<file path="config.mk">
export PLATFORM = sky130hd
export DESIGN_NAME = opb_register_ppc2simulink
export DESIGN_NICKNAME = d
export VERILOG_FILES = /design/src/rtl/opb_reg_pkg.sv /design/src/rtl/opb_addr_decode.sv /design/src/rtl/opb_register_ppc2simulink.sv
export SDC_FILE = /design/constraint.sdc
export NUM_CORES = 1
export LEC_CHECK = 0
export ABC_AREA = 1
export BUFFER_PORTS_ARGS = -buffer_cell sky130_fd_sc_hd__buf_4
export CAP_MARGIN = 30
export CORE_ASPECT_RATIO = 1.5
export CORE_UTILIZATION = 41
export CTS_CLUSTER_DIAMETER = 40
export CTS_CLUSTER_SIZE = 40
export DETAILED_ROUTE_END_ITERATION = 7
export PLACE_DENSITY = 0.93
export SLEW_MARGIN = 25
export SYNTH_ARGS = -nofsm -noshare
export SYNTH_HDL_FRONTEND = slang
export SYNTH_SLANG_ARGS = --single-unit
export TNS_END_PERCENT = 5
</file>
<file path="constraint.sdc">
create_clock -name OPB_Clk -period 1.4 [get_ports OPB_Clk]
set_input_delay 0.14 -clock OPB_Clk [delete_from_list [all_inputs] [get_ports OPB_Clk]]
set_output_delay 0.14 -clock OPB_Clk [all_outputs]
set_load 0.03 [all_outputs]
</file>
<file path="src/rtl/opb_reg_pkg.sv">
// Shared types and constants for the OPB software-register slaves.
package opb_reg_pkg;

   typedef enum logic [1:0] {
      IDLE = 2'd0,
      ACK  = 2'd1,
      GAP  = 2'd2
   } state_t;

   localparam int unsigned OPB_BYTE_LANES = 4;
   localparam int unsigned WORD_OFS_MSB   = 7;
   localparam int unsigned WORD_OFS_LSB   = 2;

   // Big-endian <-> little-endian bit order swap of a 32-bit word.
   function automatic logic [31:0] bit_rev32(input logic [31:0] x);
      logic [31:0] r;
      r = '0;
      for (int i = 0; i < 32; i++) begin
         r[i] = x[31-i];
      end
      return r;
   endfunction

endpackage

</file>
<file path="src/rtl/opb_addr_decode.sv">
// OPB slave window decode: hit anywhere in [C_BASEADDR, C_HIGHADDR], reg_hit at word offset 0.
module opb_addr_decode
   import opb_reg_pkg::*;
#(
   parameter int unsigned               C_OPB_AWIDTH = 32,
   parameter logic [C_OPB_AWIDTH-1:0]   C_BASEADDR   = '0,
   parameter logic [C_OPB_AWIDTH-1:0]   C_HIGHADDR   = C_OPB_AWIDTH'(32'h000000FF)
) (
   input  logic                    select,
   input  logic [C_OPB_AWIDTH-1:0] addr,
   output logic                    hit_c,
   output logic                    reg_hit_c
);

   localparam int unsigned AW = C_OPB_AWIDTH;

   logic          below_base;
   logic          above_high;
   logic [AW-1:0] unused_base_diff;
   logic [AW-1:0] unused_high_diff;

   // Unsigned window compare via borrow of a one-bit-wider subtraction.
   assign {below_base, unused_base_diff} = {1'b0, addr} - {1'b0, C_BASEADDR};
   assign {above_high, unused_high_diff} = {1'b0, C_HIGHADDR} - {1'b0, addr};

   assign hit_c     = select & ~below_base & ~above_high;
   assign reg_hit_c = hit_c & (addr[WORD_OFS_MSB:WORD_OFS_LSB] == '0);

endmodule

</file>
<file path="src/rtl/opb_register_ppc2simulink.sv">
// OPB slave register, PPC -> fabric. Define OPB_REG_PPC2SIM_READBACK_EN to return
// the stored word on reads at offset 0; otherwise reads are acked with zero data.
module opb_register_ppc2simulink
   import opb_reg_pkg::*;
#(
   parameter logic [31:0] C_BASEADDR   = 32'h00000000,
   parameter logic [31:0] C_HIGHADDR   = 32'h000000FF,
   parameter int unsigned C_OPB_AWIDTH = 32,
   parameter int unsigned C_OPB_DWIDTH = 32,
   parameter logic [31:0] C_INIT       = 32'h00000000
) (
   input  logic                    OPB_Clk,
   input  logic                    OPB_Rst_n,
   input  logic [0:C_OPB_AWIDTH-1] OPB_ABus,
   input  logic [0:3]              OPB_BE,
   input  logic [0:C_OPB_DWIDTH-1] OPB_DBus,
   input  logic                    OPB_RNW,
   input  logic                    OPB_select,
   input  logic                    OPB_seqAddr,
   output logic [0:C_OPB_DWIDTH-1] Sl_DBus,
   output logic                    Sl_errAck,
   output logic                    Sl_retry,
   output logic                    Sl_toutSup,
   output logic                    Sl_xferAck,
   output logic [31:0]             user_data_out,
   output logic                    user_data_valid
);

   localparam int unsigned DW = C_OPB_DWIDTH;

   state_t                  state, state_next;
   logic [C_OPB_AWIDTH-1:0] abus;
   logic [DW-1:0]           wdata;
   logic                    hit_c, reg_hit_c, decode_c;
   logic                    ack_q, ack_next;
   logic                    valid_q, valid_next;
   logic [DW-1:0]           data_q, data_next;
   logic                    unused_seq_addr;

   // Declaring internals [N-1:0] maps OPB bit 0 onto the MSB.
   assign abus            = OPB_ABus;
   assign wdata           = OPB_DBus;
   assign unused_seq_addr = OPB_seqAddr;

   opb_addr_decode #(
      .C_OPB_AWIDTH (C_OPB_AWIDTH),
      .C_BASEADDR   (C_OPB_AWIDTH'(C_BASEADDR)),
      .C_HIGHADDR   (C_OPB_AWIDTH'(C_HIGHADDR))
   ) u_decode (
      .select    (OPB_select),
      .addr      (abus),
      .hit_c     (hit_c),
      .reg_hit_c (reg_hit_c)
   );

`ifdef OPB_REG_PPC2SIM_READBACK_EN
   logic [DW-1:0] rdata_q, rdata_next;
`endif

   // Next state and next registered outputs.
   always_comb begin
      state_next = state;
      decode_c   = 1'b0;
      ack_next   = 1'b0;
      valid_next = 1'b0;
      data_next  = data_q;
`ifdef OPB_REG_PPC2SIM_READBACK_EN
      rdata_next = '0;
`endif
      // GAP is the dead cycle after an ack; a still-held select re-decodes there,
      // giving one ack every two cycles.
      unique case (state)
         IDLE, GAP: begin
            if (hit_c) begin
               state_next = ACK;
               decode_c   = 1'b1;
            end else begin
               state_next = IDLE;
            end
         end
         ACK:     state_next = GAP;
         default: state_next = IDLE;
      endcase

      ack_next = decode_c;
      if (decode_c && reg_hit_c && !OPB_RNW) begin
         valid_next = 1'b1;
         for (int unsigned i = 0; i < OPB_BYTE_LANES; i++) begin
            if (OPB_BE[2'(i)]) begin
               data_next[5'(8*(OPB_BYTE_LANES-1-i)) +: 8] = wdata[5'(8*(OPB_BYTE_LANES-1-i)) +: 8];
            end
         end
      end
`ifdef OPB_REG_PPC2SIM_READBACK_EN
      if (decode_c && reg_hit_c && OPB_RNW) begin
         rdata_next = data_q;
      end
`endif
   end

   always_ff @(posedge OPB_Clk or negedge OPB_Rst_n) begin
      if (!OPB_Rst_n) begin
         state   <= IDLE;
         ack_q   <= 1'b0;
         valid_q <= 1'b0;
         data_q  <= DW'(C_INIT);
`ifdef OPB_REG_PPC2SIM_READBACK_EN
         rdata_q <= '0;
`endif
      end else begin
         state   <= state_next;
         ack_q   <= ack_next;
         valid_q <= valid_next;
         data_q  <= data_next;
`ifdef OPB_REG_PPC2SIM_READBACK_EN
         rdata_q <= rdata_next;
`endif
      end
   end

`ifdef OPB_REG_PPC2SIM_READBACK_EN
   assign Sl_DBus = rdata_q;
`else
   assign Sl_DBus = '0;
`endif

   assign Sl_xferAck      = ack_q;
   assign Sl_errAck       = 1'b0;
   assign Sl_retry        = 1'b0;
   assign Sl_toutSup      = 1'b0;
   assign user_data_out   = 32'(data_q);
   assign user_data_valid = valid_q;

endmodule
</file>
After elaboration in Yosys (flattened, before gate mapping)
Cells that the tools add are included.
W data, S select, Z words.
{"block": "totals", "register_bits": 36, "input_bits": 73, "output_inout_bits": 69, "word_cells": 28}
{"block": "classes", "add_sub_neg": 1, "eq_ne": 2, "muxes": 5, "bitwise_logic": 3, "n_reduce_logical": 10}
{"operator": "$sub A8 B32 Y33 const A", "count": 1}
{"operator": "$reduce_and A2 Y1", "count": 4}
{"operator": "$logic_not A6 Y1", "count": 1}
{"operator": "$mux W1", "count": 4}
{"operator": "$pmux W2 S2", "count": 1}
{"operator": "$and A1 B1 Y1", "count": 2}
{"operator": "$eq A2 B1 Y1 const B", "count": 1}
{"operator": "$eq A2 B2 Y1 const B", "count": 1}
{"operator": "$logic_and A1 B1 Y1", "count": 2}
{"operator": "$logic_not A2 Y1", "count": 1}
{"operator": "$reduce_or A2 Y1", "count": 1}
{"operator": "$logic_not A1 Y1", "count": 1}
{"operator": "$not A1 Y1", "count": 1}

Logic depth before layout (Yosys ltp)
Gate-level depths: netlist of the first run.
{"block": "depth", "ltp_word": 8, "ltp_mapped": 8, "mapped_depth_nobuf": 8}

Modules after synthesis
A second synthesis of the first run with hierarchy kept.
{"block": "unflattened", "hier_cells": 227, "area_unflattened_um2": 1830.5}
{"module": "opb_register_ppc2simulink", "n_inst": 1, "cells_each": 186, "area_each_um2": 1657.8, "seq_area_each_um2": 850.8}
{"module": "opb_addr_decode", "n_inst": 1, "cells_each": 41, "area_each_um2": 172.7, "seq_area_each_um2": 0.0}

Least setup slack after synthesis of the first run
OpenSTA, ideal clock, no wires.
{"block": "synth_path", "path_kind": "flip-flop to flip-flop", "start": "register state[0]", "end": "register data_q[0] (netlist: user_data_out[0])", "setup_time_ns": 0.118, "arrival_time_ns": 1.350, "required_time_ns": 1.282, "path_slack_ns": -0.067, "stages_incl_launch_ff": 9, "path_buffers": 0, "synth_period_minus_slack_ns": 1.467, "cell_sequence": "dfrtp_1 > inv_1 > nand2_1 > nor2_1 > nand3_2 > nor2_8 > nand3_4 > nand2_1 > nand2_1"}
{"block": "synth_via", "elab_chain_cells": 6, "word_cells_on_any_way": 7, "cone_classes": "eq/ne: 1; mux: 1; reduce/logical: 5"}
{"element": "start, declared", "line_no": "opb_register_ppc2simulink.sv:31", "source": "state_t state, state_next;"}
{"element": "start signal, assigned", "line_no": "opb_register_ppc2simulink.sv:111", "source": "state <= state_next;"}
{"element": "$eq A2 B2 Y1 or $logic_not A2 Y1 (tied branches)", "line_no": "opb_register_ppc2simulink.sv:72", "source": "unique case (state)"}
{"element": "$reduce_or A2 Y1 *", "line_no": "opb_register_ppc2simulink.sv:72"}
{"element": "$mux W1 *", "line_no": "opb_register_ppc2simulink.sv:72"}
{"element": "$logic_and A1 B1 Y1 * (2 in series)", "line_no": "opb_register_ppc2simulink.sv:86", "source": "if (decode_c && reg_hit_c && !OPB_RNW) begin"}
{"element": "$reduce_and A2 Y1 (no source line) *"}
{"element": "end signal, assigned", "line_no": "opb_register_ppc2simulink.sv:106", "source": "data_q <= DW'(C_INIT);"}
{"element": "end signal, assigned", "line_no": "opb_register_ppc2simulink.sv:114", "source": "data_q <= data_next;"}
{"element": "end, declared", "line_no": "opb_register_ppc2simulink.sv:37", "source": "logic [DW-1:0] data_q, data_next;"}
Mark *: on every way between the ends. The rest lies on a longest branch, timed or not.
A chain may end at the register's enable or synchronous reset.

Final worst setup path of the first run
{"block": "layout_path", "start": "register state[0]", "end": "register data_q[23] (netlist: user_data_out[23])"}
The elaborated chain is that of the path after synthesis.

==> impl_metrics.sql, run 1 <==
INSERT INTO impl_metrics (metric_group, metric, value, unit) VALUES
('status', 'run_status', 'finished, final reports clean', ''),
('power_and_ir_drop', 'leakage_power', '1.65', 'nW'),
('floorplanning', 'die_area', '5090', 'µm²'),
('timing', 'unrepaired_setup_endpoints_after_global_routing', 'true', ''),
('synthesis', 'post_synthesis_sequential_element_count', '34', ''),
('clock_network', 'ctsLongestPathBuffers', '2', ''),
('synthesis', 'synthesis.area_per_instance', '9.08', 'µm²'),
('synthesis', 'yosysUniqueCellTypes', '22', ''),
('layout', 'n_antenna_cell', '0', ''),
('detailed_routing', 'vias_per_cell', '4.46', ''),
('timing', 'post_route_setup_slack', '0.00110', 'ns'),
('placed_design', 'portBuffers', '103', ''),
('clock_network', 'clk-insertion-delay-late', '0.27', 'ns'),
('synthesis', 'netlist_top_cells_area', 'dfrtp_1 (43%), buf_4 (14%), nand2_1 (13%)', ''),
('synthesis', 'ys.warnings.count', '0', ''),
('detailed_routing', 'routedLengthMet1', '1.58', 'mm'),
('grt', 'pin_count_of_the_biggest_net_entering_global_routing', '35', ''),
('grt', 'gr-usage-all-layers', '0.185', ''),
('synthesis', 'synth_area', '1970', 'µm²'),
('timing', 'setup_violations', '0', ''),
('synthesis', 'yosys.area.top_type_share', '0.432', ''),
('floorplanning', 'die_height', '86.9', 'µm'),
('placed_design', 'dp_hpwl', '3.44', 'mm'),
('floorplanning', 'std_cell_rows', '30', ''),
('clock_network', 'clock-sinks', '34', ''),
('timing', 'fin_hold_ws', '0.115', 'ns'),
('hold_path', 'min_delay_path_depth', '3', ''),
('clock_network', 'tritoncts', 'yes', ''),
('grt', 'grt_pass1_wl', '7.31', 'mm'),
('grt', 'grt-ovfl-total', '0', ''),
('critical_path', 'arrival', '1.56', 'ns'),
('timing', 'hold_viol_final', '0', ''),
('synthesis', 'synthDominantAreaCellType', 'dfrtp_1', ''),
('power_and_ir_drop', 'powerDensity', '716', 'nW/µm²'),
('synthesis', 'synth_compound_area_frac', '0', ''),
('synthesis', 'postSynthCellCount', '217', ''),
('critical_path', 'end_kind', 'flip-flop', ''),
('layout', 'layout-drive-gt1-share', '0.435', ''),
('detailed_routing', 'detail_route.drc_violations', '0', ''),
('detailed_routing', 'totalWireLength', '4.42', 'mm'),
('synthesis', 'synth.yosys.seq_area_share', '0.432', ''),
('synthesis', 'number_of_enable_flip_flop_cells_after_synthesis', '0', ''),
('detailed_routing', 'drt_pass1_iterations', '4', ''),
('synthesis', 'post_synth_most_frequent_cells', 'nand2_1 (70), buf_4 (37), dfrtp_1 (34), nand4_1 (32), nor2_1 (11)', ''),
('synthesis', 'synth_ff_type', 'dfrtp_1', ''),
('layout', 'area_growth', '44.4', '%'),
('synthesis', 'synth-simple-area-share', '0.361', ''),
('power_and_ir_drop', 'ir_worst_vdd', '0.497', 'mV'),
('synthesis', 'synth_fa_ha_area_frac', '0', ''),
('timing', 'timing.fmax', '715', 'MHz'),
('timing', 'final.period_utilization', '0.999', ''),
('critical_path', 'required', '1.56', 'ns'),
('critical_path', 'path_class', 'flip-flop to flip-flop', ''),
('timing', 'totalNegativeSetupSlack', '0', 'ns'),
('synthesis', 'yosys.area_share.xor_xnor', '0', ''),
('floorplanning', 'core_area', '4580', 'µm²'),
('synthesis', 'yosys.cell_count.top_type', 'nand2_1', ''),
('clock_network', 'clk_transition_reported_paths', '0.07', 'ns'),
('grt', 'grt_antenna_before_repair', '0', ''),
('timing', 'finClkSkew', '0.00381', 'ns'),
('grt', 'grt_pass1_vias', '1764', ''),
('detailed_routing', 'met3RoutedLength', '238', 'µm'),
('detailed_routing', 'drc_marker_count_from_the_first_detailed_route_iteration', '52', ''),
('flow_run', 'maxCapViolCount', '0', ''),
('floorplanning', 'floorplan.initialDensity', '0.430', ''),
('critical_path', 'crit_path_start_kind', 'flip-flop', ''),
('timing', 'finalWorstPathRequiredPeriod', '1.40', 'ns'),
('floorplanning', 'i_o_pins', '142', ''),
('synthesis', 'ys_async_sr_fraction', '1.00', ''),
('clock_network', 'cts-htree-levels', '2', ''),
('floorplanning', 'die_width', '58.6', 'µm');
## where the power goes
group | switching, W | internal [W] | total, W
clock | 0.000318 | 0.000396 | 0.000714
combinational | 0.000205 | 0.000137 | 0.000342
sequential | 0.00000000000528 | 0.000982 | 0.000982
## area by class of cell
| type | count | area (µm²) |
|---|---|---|
| flip-flops and latches | 34 | 852 |
| inverters | 7 | 26.3 |
| clock buffers | 7 | 86.3 |
| repair buffers | 117 | 943 |
| well taps | 64 | 80.1 |
| clock inverters | 1 | 5.00 |
| fillers | 392 | 1730 |
| multi-input cells | 165 | 852 |
## what timing repair did
action                                 in CTS  in global routing
buffers inserted                            7                  1
resized for setup                           0                  5
setup endpoints to repair                  32                 32
pin swaps                                   2                  2
endpoints found under the hold margin      34                  0
hold buffers                                1                  0
## worst max-delay path, stage by stage, from the launching register on
cell     delay [ns]
dfrtp_2        0.41
inv_2          0.05
nand2_2        0.04
nor2_2         0.08
nand3_2        0.13
nor2_8         0.17
buf_12         0.14
nand3_4        0.12
nand2_2        0.10
nand2_2        0.05
## kinds of logic (layout without fill, tap and decap cells)
logic type             after synthesis  in the layout
DFF                                 34             34
other                                1             35
buffers and inverters               52            132
and+or+nand+nor                    130            130
## state kept, by name (all words and copies together), names as in the netlist
register / cells
user_data_out: 32
state: 1
user_data_valid: 1
## through the flow
stage	cells	area [µm²]
after detailed placement	378	2660
after CTS	394	2830
after global placement	378	2660
after floorplan	251	2100
after global routing	395	2850
final	395	2850
## worst paths after layout
kind / from / endpoint
max: state[0] / user_data_out[23]
min: OPB_DBus[0] / user_data_out[31]
max reg2reg: state[0] / user_data_out[23]
min reg2reg: user_data_out[5] / user_data_out[5]
max in group asynchronous: OPB_Rst_n / state[0]
min in group asynchronous: OPB_Rst_n / user_data_out[11]
## layer usage
layer	global-route usage	up-vias
met4	0.0779	0
met5	0	-
met2	0.364	84
met3	0.0282	6
li1	-	868
met1	0.186	805
## layout by cell type (no fill, tap or decap), drive strengths merged
cell type,count
buf,116
nand2,73
conb,35
dfrtp,34
nand4,32
nor2,15
inv,7
clkbuf,7
nand3,5
or2,2
and2,1
nor3,1
nor4,1
clkinv,1
dlygate4sd3,1
No activity file was read; power rests on OpenSTA's default activity.
==> inputs of run 2 (changes only) <==
--- a/config.mk
+++ b/config.mk
@@ -9,11 +9,11 @@
 export BUFFER_PORTS_ARGS = -buffer_cell sky130_fd_sc_hd__buf_4
 export CAP_MARGIN = 30
 export CORE_ASPECT_RATIO = 1.5
-export CORE_UTILIZATION = 41
+export CORE_UTILIZATION = 44
 export CTS_CLUSTER_DIAMETER = 40
 export CTS_CLUSTER_SIZE = 40
 export DETAILED_ROUTE_END_ITERATION = 7
-export PLACE_DENSITY = 0.93
+export PLACE_DENSITY = 0.95
 export SLEW_MARGIN = 25
 export SYNTH_ARGS = -nofsm -noshare
 export SYNTH_HDL_FRONTEND = slang
==> constraint.sdc (replaced) <==
create_clock -name OPB_Clk -period 1.7 [get_ports OPB_Clk]
set_input_delay 0.17 -clock OPB_Clk [delete_from_list [all_inputs] [get_ports OPB_Clk]]
set_output_delay 0.17 -clock OPB_Clk [all_outputs]
set_load 0.03 [all_outputs]
==> run 2 against run 1 <==
Compared with the run above:
- worst hold slack better by 0.025 ns
- first-iteration DRC count up 50%
- die area down 6.6%
- clock skew about the same
- cell count down 7.3%
- flip-flop and latch count unchanged
- global-route usage up 1.0 points
- wire length down 2.7%
==> impl_metrics.sql, run 2 (synthesized netlist as in run 1, its figures left out) <==
INSERT INTO impl_metrics (metric_group, metric, value, unit) VALUES
('critical_path', 'timing.reg2reg.worst_path_depth', '9', ''),
('timing', 'finClkSkew', '0.00370', 'ns'),
('layout', 'post-route-util', '0.646', ''),
('detailed_routing', 'detailroute.via_count', '1704', ''),
('grt', 'gr-usage-all-layers', '0.196', ''),
('critical_path', 'path_class', 'flip-flop to flip-flop', ''),
('clock_network', 'clk_transition_reported_paths', '0.07', 'ns'),
('hold_path', 'hold_crit_start', 'OPB_DBus[28]', ''),
('critical_path', 'register_to_register_setup_slack', '0.22', 'ns'),
('critical_path', 'end_kind', 'flip-flop', ''),
('layout', 'final_common_cell', 'buf_4', ''),
('flow_run', 'maxCapViolCount', '0', ''),
('floorplanning', 'die_height', '84.0', 'µm'),
('timing', 'post_route_setup_slack', '0.219', 'ns'),
('power_and_ir_drop', 'powerDensity', '724', 'nW/µm²'),
('clock_network', 'clk-insertion-delay-late', '0.27', 'ns'),
('floorplanning', 'die_area', '4760', 'µm²'),
('layout', 'final_layout_net_count', '392', ''),
('critical_path', 'critPathMaxFanout', '37', ''),
('clock_network', 'tritoncts', 'yes', ''),
('timing', 'hold_viol_final', '0', ''),
('critical_path', 'rr_endpoint', 'user_data_out[8]', ''),
('clock_network', 'cts_resized', '0', ''),
('detailed_routing', 'vias_per_cell', '4.66', ''),
('timing', 'totalNegativeSetupSlack', '0', 'ns'),
('floorplanning', 'die_width', '56.6', 'µm'),
('layout', 'n_antenna_cell', '0', ''),
('placed_design', 'dp_hpwl', '3.35', 'mm'),
('layout', 'layout-drive-gt1-share', '0.400', ''),
('floorplanning', 'std_cell_rows', '29', ''),
('grt', 'grt_antenna_before_repair', '0', ''),
('detailed_routing', 'postRouteAntennaNets', '0', ''),
('placed_design', 'pre_cts_ws', '0.210', 'ns'),
('power_and_ir_drop', 'ir_worst_vdd', '0.669', 'mV'),
('floorplanning', 'core_area', '4250', 'µm²'),
('status', 'run_status', 'finished, final reports clean', ''),
('power_and_ir_drop', 'leakage_power', '1.61', 'nW'),
('grt', 'grt_pass1_wl', '7.33', 'mm'),
('hold_path', 'min_delay_path_depth', '3', ''),
('detailed_routing', 'drt_pass1_iterations', '4', ''),
('timing', 'maxSlewViolCount', '0', ''),
('timing', 'fin_hold_ws', '0.140', 'ns'),
('layout', 'layout_common_cells', 'buf_4 (103), nand2_1 (70), conb_1 (35)', ''),
('clock_network', 'ctsLongestPathBuffers', '2', ''),
('grt', 'grt-ovfl-total', '0', ''),
('hold_path', 'worst_hold_path_type', 'input pin to flip-flop', ''),
('grt', 'grt_pass1_vias', '1710', ''),
('critical_path', 'arrival', '1.65', 'ns'),
('floorplanning', 'i_o_pins', '142', ''),
('detailed_routing', 'totalWireLength', '4.30', 'mm'),
('placed_design', 'gp_congestion', '0.678', ''),
('detailed_routing', 'detail_route.drc_violations', '0', ''),
('timing', 'final.period_utilization', '0.871', ''),
('timing', 'unrepaired_setup_endpoints_after_global_routing', 'false', ''),
('clock_network', 'clock-sinks', '34', ''),
('timing', 'setup_violations', '0', ''),
('critical_path', 'required', '1.87', 'ns'),
('critical_path', 'crit_path_start_kind', 'flip-flop', ''),
('timing', 'timing.fmax', '675', 'MHz'),
('layout', 'area_growth', '39.2', '%'),
('detailed_routing', 'drc_marker_count_from_the_first_detailed_route_iteration', '78', ''),
('floorplanning', 'floorplan.initialDensity', '0.464', ''),
('clock_network', 'root_buffer', 'clkbuf_8', ''),
('clock_network', 'numCtsBuffers', '5', ''),
('timing', 'finalWorstPathRequiredPeriod', '1.48', 'ns'),
('hold_path', 'holdPathEnd', 'user_data_out[3]', ''),
('placed_design', 'portBuffers', '103', ''),
('layout', 'largest_register_ff_count', '32', ''),
('clock_network', 'cts-htree-levels', '2', ''),
('detailed_routing', 'routedWlPerCell', '11.7', 'µm'),
('grt', 'pin_count_of_the_biggest_net_entering_global_routing', '38', ''),
('critical_path', 'critical_path.reg2reg.startpoint', 'state[0]', '');
-- run 2: cell types whose count changed in the layout (fill, tap and decap cells not counted), sizes merged --
cell,delta
clkbuf,-1
clkinv,-1
buf,-11
bufinv,+2
-- run 2: through the flow --
step / total power, W / cell area, µm² / std cells
detailed placement: 0.00110 / 2590 / 357
floorplan: 0.00103 / 2100 / 251
global placement: 0.00110 / 2590 / 357
finish: 0.00199 / 2740 / 366
CTS: 0.00201 / 2740 / 366
global route: 0.00207 / 2740 / 366
-- run 2: per-layer routing --
layer  up-vias  track usage  share of wire
met3         4       0.0388          0.060
met1       764        0.203           0.35
met2        88        0.368           0.58
met4         0       0.0820          0.011
met5         -            0              0
li1        848            -              -
-- run 2: critical path, stage by stage, from the launching register on --
cell     delay (ns)
dfrtp_1        0.38
inv_1          0.05
nand2_1        0.04
nor2_1         0.13
nand3_2        0.15
nor2_8         0.12
buf_12         0.21
nand3_4        0.13
nand2_1        0.09
nand2_1        0.05
-- run 2: where the power goes --
group	total [W]	switching, W	internal [W]
combinational	0.000280	0.000169	0.000111
sequential	0.000809	0.00000000000411	0.000809
clock	0.000897	0.000272	0.000625
-- run 2: how the worst max path moves through the flow --
stage | from | to | depth (start not counted)
after floorplan | state[0] | user_data_out[0] | 8
after global placement | state[0] | user_data_out[13] | 9
after detailed placement | state[0] | user_data_out[8] | 9
after CTS | state[0] | user_data_out[0] | 9
after global routing | state[0] | user_data_out[19] | 9
final | state[0] | user_data_out[8] | 9
-- run 2: final cells by class --
type	count	area, µm²
Clock buffer	6	82.6
Clock inverter	2	60.1
Fill cell	357	1500
Inverter	7	26.3
Multi-Input combinational cell	165	842
Sequential cell	34	851
Tap cell	46	57.6
Timing Repair Buffer	106	823
-- run 2: repair_timing --
| item | 4_1_cts | 5_1_grt |
|---|---|---|
| endpoints found under the hold margin | 34 | 0 |
| hold buffers | 1 | 0 |
| buffers inserted | 0 | 0 |
